--- src/rtl/lock_counter.sv ---
// Settle counter for clk_lock_gen: counts post-reset edges and raises a sticky
// locked flag once the configured settling time has elapsed.
module lock_counter #(
    parameter int LOCK_CYCLES = 16
) (
    input  logic i_clk,
    input  logic i_rst,
    output logic o_locked
);

    localparam int LCNT_W = (LOCK_CYCLES > 0) ? $clog2(LOCK_CYCLES + 1) : 1;
    // Count value seen on the edge that completes settling; LOCK_CYCLES=0 locks on the first edge.
    localparam int LAST   = (LOCK_CYCLES > 0) ? LOCK_CYCLES - 1 : 0;

    logic [LCNT_W-1:0] r_cnt;
    logic              r_locked;

    always_ff @(posedge i_clk) begin
        if (i_rst) begin
            r_cnt    <= '0;
            r_locked <= 1'b0;
        end else if (!r_locked) begin
            r_cnt <= r_cnt + LCNT_W'(1);
            if (r_cnt == LCNT_W'(LAST))
                r_locked <= 1'b1;
        end
    end

    assign o_locked = r_locked;

endmodule

--- src/rtl/clk_lock_gen.sv ---
// PLL stand-in: derives c0 at inclk0*CLK_MUL/(2*CLK_DIV) from a phase accumulator,
// with a rising-edge strobe and a settling-time lock flag. All outputs registered.
module clk_lock_gen #(
    parameter int INPUT_FREQUENCY = 50,
    parameter int CLK_MUL         = 1,
    parameter int CLK_DIV         = 1,
    parameter int LOCK_CYCLES     = 16
) (
    input  logic inclk0,
    input  logic areset,
    output logic c0,
    output logic c0_rise,
    output logic locked
);

    localparam int ACC_W = 16;

    generate
        if (CLK_MUL < 1 || CLK_DIV < 1 || CLK_MUL > CLK_DIV || CLK_DIV > 32767) begin : g_bad_params
            $fatal(1, "clk_lock_gen: illegal ratio %0d/%0d (input %0d MHz)",
                   CLK_MUL, CLK_DIV, INPUT_FREQUENCY);
        end
    endgenerate

    localparam logic [ACC_W:0] MUL_X = (ACC_W + 1)'(CLK_MUL);
    localparam logic [ACC_W:0] DIV_X = (ACC_W + 1)'(CLK_DIV);

    logic [ACC_W-1:0] r_acc;
    logic             r_c0;
    logic             r_rise;
    logic             w_locked;
    logic [ACC_W:0]   w_sum;
    logic [ACC_W:0]   w_diff;
    logic             w_wrap;
    logic [ACC_W-1:0] w_acc_nxt;

    lock_counter #(
        .LOCK_CYCLES(LOCK_CYCLES)
    ) u_lock (
        .i_clk   (inclk0),
        .i_rst   (areset),
        .o_locked(w_locked)
    );

    // acc < CLK_DIV <= 32767, so the 17-bit sum never overflows and the wrapped value fits 16 bits.
    assign w_sum     = {1'b0, r_acc} + MUL_X;
    assign w_diff    = w_sum - DIV_X;
    assign w_wrap    = (w_sum >= DIV_X);
    assign w_acc_nxt = w_wrap ? w_diff[ACC_W-1:0] : w_sum[ACC_W-1:0];

    always_ff @(posedge inclk0) begin
        if (areset || !w_locked) begin
            r_acc  <= '0;
            r_c0   <= 1'b0;
            r_rise <= 1'b0;
        end else begin
            r_acc  <= w_acc_nxt;
            r_rise <= w_wrap & ~r_c0;
            if (w_wrap)
                r_c0 <= ~r_c0;
        end
    end

    assign c0      = r_c0;
    assign c0_rise = r_rise;
    assign locked  = w_locked;

endmodule

--- config.mk ---
export PLATFORM = sky130hd
export DESIGN_NAME = clk_lock_gen
export DESIGN_NICKNAME = d
export VERILOG_FILES = /design/src/rtl/lock_counter.sv /design/src/rtl/clk_lock_gen.sv
export SDC_FILE = /design/constraint.sdc
export NUM_CORES = 1
export LEC_CHECK = 0
export ABC_AREA = 1
export CORE_UTILIZATION = 47
export CTS_BUF_LIST = sky130_fd_sc_hd__clkbuf_8
export DETAILED_ROUTE_END_ITERATION = 12
export DONT_BUFFER_PORTS = 1
export GPL_TIMING_DRIVEN = 0
export PLACE_DENSITY = 0.66
export SETUP_SLACK_MARGIN = 0.2
export SKIP_LAST_GASP = 1
export SLEW_MARGIN = 20
export SYNTH_ARGS = -nofsm -noshare
export SYNTH_HDL_FRONTEND = slang
export SYNTH_HIERARCHICAL = 1
export SYNTH_SLANG_ARGS = --single-unit
--- constraint.sdc ---
create_clock -name inclk0 -period 3.1 [get_ports inclk0]
set_input_delay 0.465 -clock inclk0 [delete_from_list [all_inputs] [get_ports inclk0]]
set_output_delay 0.465 -clock inclk0 [all_outputs]
set_load 0.1 [all_outputs]
==> results of run 1 <==
power by group through the flow:
stage | logic (uW) | registers [uW] | clock network (uW)
6_report | 8.34 | 314 | 276
4_1_cts | 8.35 | 314 | 283
3_5_place_dp | 8.47 | 322 | 0
3_3_place_gp | 7.97 | 322 | 0
2_1_floorplan | 7.07 | 321 | 0
5_1_grt | 9.87 | 315 | 291
cell usage after synthesis, drive strengths merged (3+ instances only):
| cell type | instances |
|---|---|
| a21oi | 3 |
| nand2 | 103 |
| xor2 | 6 |
| inv | 45 |
| o21ai | 7 |
| ha | 4 |
| nor3 | 5 |
| nor2 | 67 |
| nand3 | 29 |
| nand4 | 12 |
| xnor2 | 3 |
| dfxtp | 24 |
layout make-up:
class	instances	area (um2)	area share, %
plain buffers	2	15.0	0.755
clock buffers	3	41.3	2.08
clock inverters	1	30.0	1.51
inverters	46	173	8.68
multi-input cells	241	1190	59.8
flip-flops and latches	24	480	24.2
well taps	48	60.1	3.02
sequential cells by signal (all words and copies together) (netlist names):
| name | flops |
|---|---|
| u_lock/o_locked | 1 |
| r_acc | 16 |
| u_lock/r_cnt | 5 |
| c0 | 1 |
| c0_rise | 1 |
how the worst max path moves through the flow:
stage	from	slack (ps)	cells past startpoint	to
after CTS	r_acc[0]	670	14	r_acc[4]
after detailed placement	r_acc[0]	700	15	r_acc[4]
final	r_acc[0]	680	13	r_acc[4]
after global placement	r_acc[0]	690	15	r_acc[4]
after floorplan	r_acc[0]	1100	15	r_acc[5]
after global routing	r_acc[0]	380	13	r_acc[8]
routing by layer:
layer	GRT usage [%]	routed length (um)	vias up
met4	6.39	68	0
met5	0	0	-
met2	38.0	1890	29
li1	-	-	987
met3	2.82	158	9
met1	31.2	2100	788
per-stage QoR:
stage	area [um2]	hold WS, ps
floorplan	1860	466
global placement	1920	488
detailed placement	1920	489
CTS	1990	250
global route	1990	241
finish	1990	254
kinds of logic (layout without fill, tap and decap cells):
logic type | count (synthesis) | in the layout | share of synthesized area (%)
compound gates | 10 | 10 | 2.90
flops | 24 | 24 | 25.9
buf+inv | 48 | 52 | 10.1
fa+ha+maj | 4 | 4 | 2.69
xor+xnor | 9 | 9 | 4.24
simple gates | 218 | 218 | 54.2
worst max-delay path, delay by kind of cell (launching register included):
kind                       cells  cell delay [ps]
adders and majority gates      1              280
DFF                            1              490
and+or+nand+nor               11             1350
buffers and inverters          1              170
==> impl_metrics.py, run 1 <==
metrics = {
    "placed_design": {
        "routabilityCongestion": 0.874,
        "portBuffers": 0,
        "dp_slack_ps": 695,
        "dp_cells": 361,
        "dp_hpwl_um": 3400,
    },
    "pwr": {
        "pwr-share-clk_pct": 46.1,
        "powerDensity_nw_per_um2": 301,
        "p_switching_uw": 111,
        "p_comb_share_pct": 1.4,
        "p_seq_share_pct": 52.5,
        "ir_worst_vdd_mv": 0.171,
        "switching_share_pct": 18.6,
        "p_int_uw": 488,
        "finalPower_uw": 599,
        "leakage_uw": 0.000964,
    },
    "yosys": {
        "syn_inst": 313,
        "synth-async-reset-ratio_pct": 0,
        "syn_area_um2": 1860,
        "synth_top_area_share_pct": 25.9,
        "synth-edff-count": 0,
        "yosysTopAreaCell": "dfxtp_1",
        "ys_ff_latch": 24,
        "syn_nets": 319,
        "seq_area_frac_synth_pct": 25.9,
        "yosysWarningCount": 6,
        "ys.flop_type": "dfxtp_1",
        "syn-mean-instance-area_um2": 5.94,
        "ys_types": 23,
        "synth_area_leaders": "dfxtp_1, nand2_1, nor2_1",
    },
    "die": {
        "core_area_um2": 3720,
        "num_rows": 22,
        "die_y_um": 64.9,
        "die_w_um": 64.9,
        "ios": 5,
        "start_util_pct": 50.0,
        "die_area_um2": 4210,
    },
    "timing": {
        "fin_setup_tns_ps": 0,
        "hold_violations": 0,
        "worst_slew_pin_slew_ps": 1100,
        "rsz0062_at_grt": "no",
        "fin_ws_ps": 677,
        "max_slew_margin_pct": 26.2,
        "slew_viol_final": 0,
        "setup_viol": 0,
        "max_freq_mhz": 413,
        "fin_skew_ps": 2.77,
        "min_period_ps": 2420,
        "post-route-period-util_pct": 78.2,
    },
    "final_layout": {
        "final_cells": 365,
        "area_delta_synth_final_pct": 7.07,
        "layout_commonest_cell": "nand2_1",
        "antennaDiodeCount": 0,
        "final_cell_mix": "nand2_1, nor2_1, inv_1",
        "n_fill_cell": 386,
        "utilization_pct": 53.5,
        "drive_above_1_share_pct": 11.7,
        "finalNetCount": 324,
    },
    "worst_setup_path": {
        "r2r-start": "r_acc[0]",
        "reg2reg_slack_ps": 680,
        "endpoint_kind": "flip-flop",
        "slowest_stage": "dfxtp_1",
        "path_cells": "ha_1 -> nand3_1 -> nor2_4 -> nand4_1 -> nand2_1 -> nand2_1 -> nor2_2 -> nand3_1 -> nor2_2 -> nand2_2 -> buf_6 -> nand2_1 -> nor2_1",
        "arrival_ps": 2560,
        "critPathMostFrequentCell": "nand2_1",
        "setup.worst_path.class": "flip-flop to flip-flop",
        "required_ps": 3240,
        "critPathMaxStageDelay_ps": 490,
        "r2r_cells": 13,
        "critPathMaxFanout": 10,
        "start_kind": "flip-flop",
        "r2r-end": "r_acc[4]",
    },
    "grt": {
        "grt_pass1_vias": 1683,
        "grt_first_pass_wirelength_um": 7530,
        "antenna_found_initial": 0,
        "grt_max_degree": 15,
        "track_usage_pct": 23.0,
        "overflow": 0,
    },
    "routing": {
        "viasPerCell": 4.97,
        "drc_errors": 0,
        "routed-via-count": 1813,
        "routed_wl_um": 4220,
        "avgRoutedWirePerCell_um": 11.6,
        "drt-pass1-iter-count": 4,
        "drt_iter0_drc": 141,
        "postRouteAntennaNets": 0,
    },
    "cts": {
        "post_cts_buffers": 0,
        "postCtsHoldBufs": 0,
        "clkLatencyLatePin_ps": 270,
        "htreeDepth": 1,
        "clock_sinks": 24,
        "cts_buffer_depth": 2,
        "cts_tree": "built",
        "cts_root_buf": "clkbuf_8",
        "cts_resized": 0,
        "cts_buffers": 3,
        "path_clk_slew_ps": 90,
    },
    "run_status": {
        "outcome": "completed",
    },
    "hold_path": {
        "min_from": "areset",
        "min_path_cells": 1,
        "min_to": "u_lock/o_locked",
        "worstHoldPathType": "input port to flip-flop",
    },
    "job": {
        "cap_violations": 0,
    },
}
Note: power is estimated with default switching activity, not from simulation.
==> inputs of run 2 (changes only) <==
ABC_AREA = 0   (was 1)
clock period = 2.3 ns   (was 3.1 ns; I/O delays follow)
==> run 2 against run 1 <==
The flow now finishes with violations (setup timing). Register-to-register slack worse by 960 ps. Utilization increased by 16 points. Sequential cell count unchanged. Synthesized cell count fell by 35%. Via count fell by 4.2%. Worst hold slack worse by 120 ps. Sequential share of layout area fell by 3.6 points. Total power increased by 36%. Critical endpoint is now r_acc[8].
==> impl_metrics.py, run 2 <==
metrics = {
    "timing": {
        "min_period_ps": 2580,
        "post-route-period-util_pct": 112,
        "max_slew_margin_pct": 30.0,
        "fin_skew_ps": 12.5,
        "hold_violations": 0,
        "holdWs_ps": 132,
        "setup_viol": 18,
        "max_freq_mhz": 388,
        "rsz0062_at_grt": "yes",
        "worst_slew_pin_slew_ps": 1050,
        "fin_ws_ps": -280,
        "slew_viol_final": 0,
    },
    "die": {
        "die_y_um": 62.4,
        "num_rows": 21,
        "start_util_pct": 50.1,
        "die_w_um": 62.4,
        "core_area_um2": 3420,
        "die_area_um2": 3890,
        "ios": 5,
    },
    "pwr": {
        "p_seq_share_pct": 51.9,
        "powerDensity_nw_per_um2": 342,
        "ir_worst_vdd_mv": 0.505,
        "switching_share_pct": 19.6,
        "p_comb_share_pct": 1.3,
        "p_int_uw": 657,
        "pwr-share-clk_pct": 46.9,
        "p_switching_uw": 160,
        "leakage_uw": 0.000919,
    },
    "cts": {
        "path_clk_slew_ps": 100,
        "cts_buffer_depth": 2,
        "cts_root_buf": "clkbuf_8",
        "htreeDepth": 1,
        "clkLatencyLatePin_ps": 280,
        "cts_tree": "built",
        "clock_sinks": 24,
        "cts_buffers": 3,
    },
    "routing": {
        "drt_iter0_drc": 124,
        "routed-via-count": 1736,
        "drc_errors": 0,
        "drt-pass1-iter-count": 4,
        "viasPerCell": 6.31,
        "routed_wl_um": 4990,
        "postRouteAntennaNets": 0,
        "avgRoutedWirePerCell_um": 18.1,
    },
    "yosys": {
        "syn_inst": 205,
        "syn_area_um2": 1710,
        "yosysTopAreaCell": "dfxtp_1",
        "synth_area_leaders": "dfxtp_1, xnor2_1, nor2_1",
        "yosysMostFrequentCell": "dfxtp_1",
        "seq_area_frac_synth_pct": 28.0,
        "syn-mean-instance-area_um2": 8.36,
        "synth-async-reset-ratio_pct": 0,
        "ys_types": 53,
        "yosys-top-cells-count": "dfxtp_1, nor2_1, xnor2_1",
        "synth_top_area_share_pct": 28.0,
        "ys_ff_latch": 24,
        "yosysWarningCount": 6,
        "syn_nets": 211,
        "synth-edff-count": 0,
        "ys.flop_type": "dfxtp_1",
    },
    "final_layout": {
        "final_cell_mix": "buf_4, nor2_1, dfxtp_1",
        "final_cells": 275,
        "finalNetCount": 236,
        "largest-register": "r_acc",
        "drive_above_1_share_pct": 37.6,
        "largest_reg_flops": 16,
        "n_fill_cell": 254,
        "area_delta_synth_final_pct": 39.4,
        "reg_top3": "r_acc (16), u_lock/r_cnt (5)",
        "utilization_pct": 69.9,
        "antennaDiodeCount": 0,
        "final_cell_area_um2": 2390,
    },
    "grt": {
        "grt_max_degree": 15,
        "antenna_found_initial": 0,
        "grt_first_pass_wirelength_um": 7840,
        "track_usage_pct": 24.9,
        "overflow": 0,
        "grt_pass1_vias": 1699,
    },
    "hold_path": {
        "worstHoldPathType": "input port to flip-flop",
    },
    "job": {
        "cap_violations": 0,
    },
    "run_status": {
        "violations": "setup timing",
        "outcome": "finished with violations",
    },
    "worst_setup_path": {
        "endpoint_kind": "flip-flop",
        "critPathMaxFanout": 5,
        "start_kind": "flip-flop",
        "required_ps": 2450,
        "setup.worst_path.class": "flip-flop to flip-flop",
        "arrival_ps": 2730,
    },
    "placed_design": {
        "portBuffers": 0,
        "dp_cells": 251,
        "dp_slack_ps": -363,
        "place_area_um2": 1870,
        "routabilityCongestion": 0.837,
        "dp_hpwl_um": 2930,
    },
}
-- run 2: cell types whose count changed in the layout (fill, tap and decap cells not counted), moves of 5 or more --
cell	previous run	this run
and3_1	1	6
inv_1	43	4
nand2_2	12	0
xnor2_1	3	11
and3_4	0	5
nand4_1	12	6
nor3_1	5	10
nor2_1	53	20
nand2_1	91	8
buf_6	1	7
nor2_4	6	0
nand3_1	26	6
buf_4	0	20
nor2_2	8	1
-- run 2: area by class of cell --
cell class,instances,area (um2),area share [%]
Inverter,4,15.0,0.629
Multi-Input combinational cell,164,1430,59.9
Sequential cell,24,490,20.5
Clock buffer,3,41.3,1.73
Buffer,13,139,5.82
Clock inverter,1,30.0,1.26
Timing Repair Buffer,20,184,7.70
Tap cell,46,57.6,2.41
-- run 2: through the flow --
| step | power (uW) | TNS [ps] |
|---|---|---|
| final | 817 | -3280 |
| after global routing | 841 | -5720 |
| after CTS | 820 | -1580 |
| after detailed placement | 445 | -4220 |
| after global placement | 443 | -4310 |
| after floorplan | 443 | -263 |
-- run 2: kinds of logic (layout without fill, tap and decap cells) --
| family | after synthesis | count (layout) | share of synthesized area, % |
|---|---|---|---|
| AOI/OAI and AO/OA | 37 | 37 | 16.1 |
| DFF | 24 | 24 | 28.0 |
| adders and majority gates | 4 | 4 | 2.92 |
| and+or+nand+nor | 100 | 100 | 35.1 |
| buffers and inverters | 17 | 41 | 5.84 |
| xor gates and xnor gates | 20 | 20 | 10.2 |
| muxes | 3 | 3 | 1.75 |
-- run 2: power by group through the flow --
stage	Combinational, uW	Clock (uW)	Sequential, uW
finish	10.2	383	424
global route	12.9	404	425
CTS	10.6	386	424
detailed placement	10.5	0	435
global placement	9.37	0	434
floorplan	8.92	0	434
-- run 2: critical path, stage by stage (launching register included) --
cell       delay, ps
dfxtp_4          390
buf_4            130
nand3_2          180
nor4_4           390
o32ai_2          160
or3_4            420
and3_4           220
clkbuf_16        160
o41ai_4          290
a21oi_1          110
-- run 2: path summary, 6_finish.rpt --
| kind | startpoint | to | slack, ps | cells past startpoint |
|---|---|---|---|---|
| worst max-delay path | r_acc[1] | r_acc[8] | -280 | 9 |
| worst min-delay path | areset | u_lock/r_cnt[0] | 130 | 1 |
| worst max register to register | r_acc[1] | r_acc[8] | -280 | 9 |
| worst min register to register | u_lock/r_cnt[4] | u_lock/r_cnt[4] | 520 | 2 |
-- run 2: what timing repair did --
item,4_1_cts,5_1_grt
cloned,1,1
resized for setup,39,14
hold buffers,0,0
pin swaps,19,10
setup buffers,10,8
endpoints found under the setup margin,18,18
-- run 2: routing by layer --
layer  routed length, um  part of all wire [%]  vias to the layer above  track usage [%]
li1                    -                     -                      806                -
met1                2110                    42                      853             29.4
met2                2520                    51                       61             44.1
met3                 227                   4.5                       16             5.47
met4                 130                   2.6                        0             9.30
met5                   0                     0                        -                0
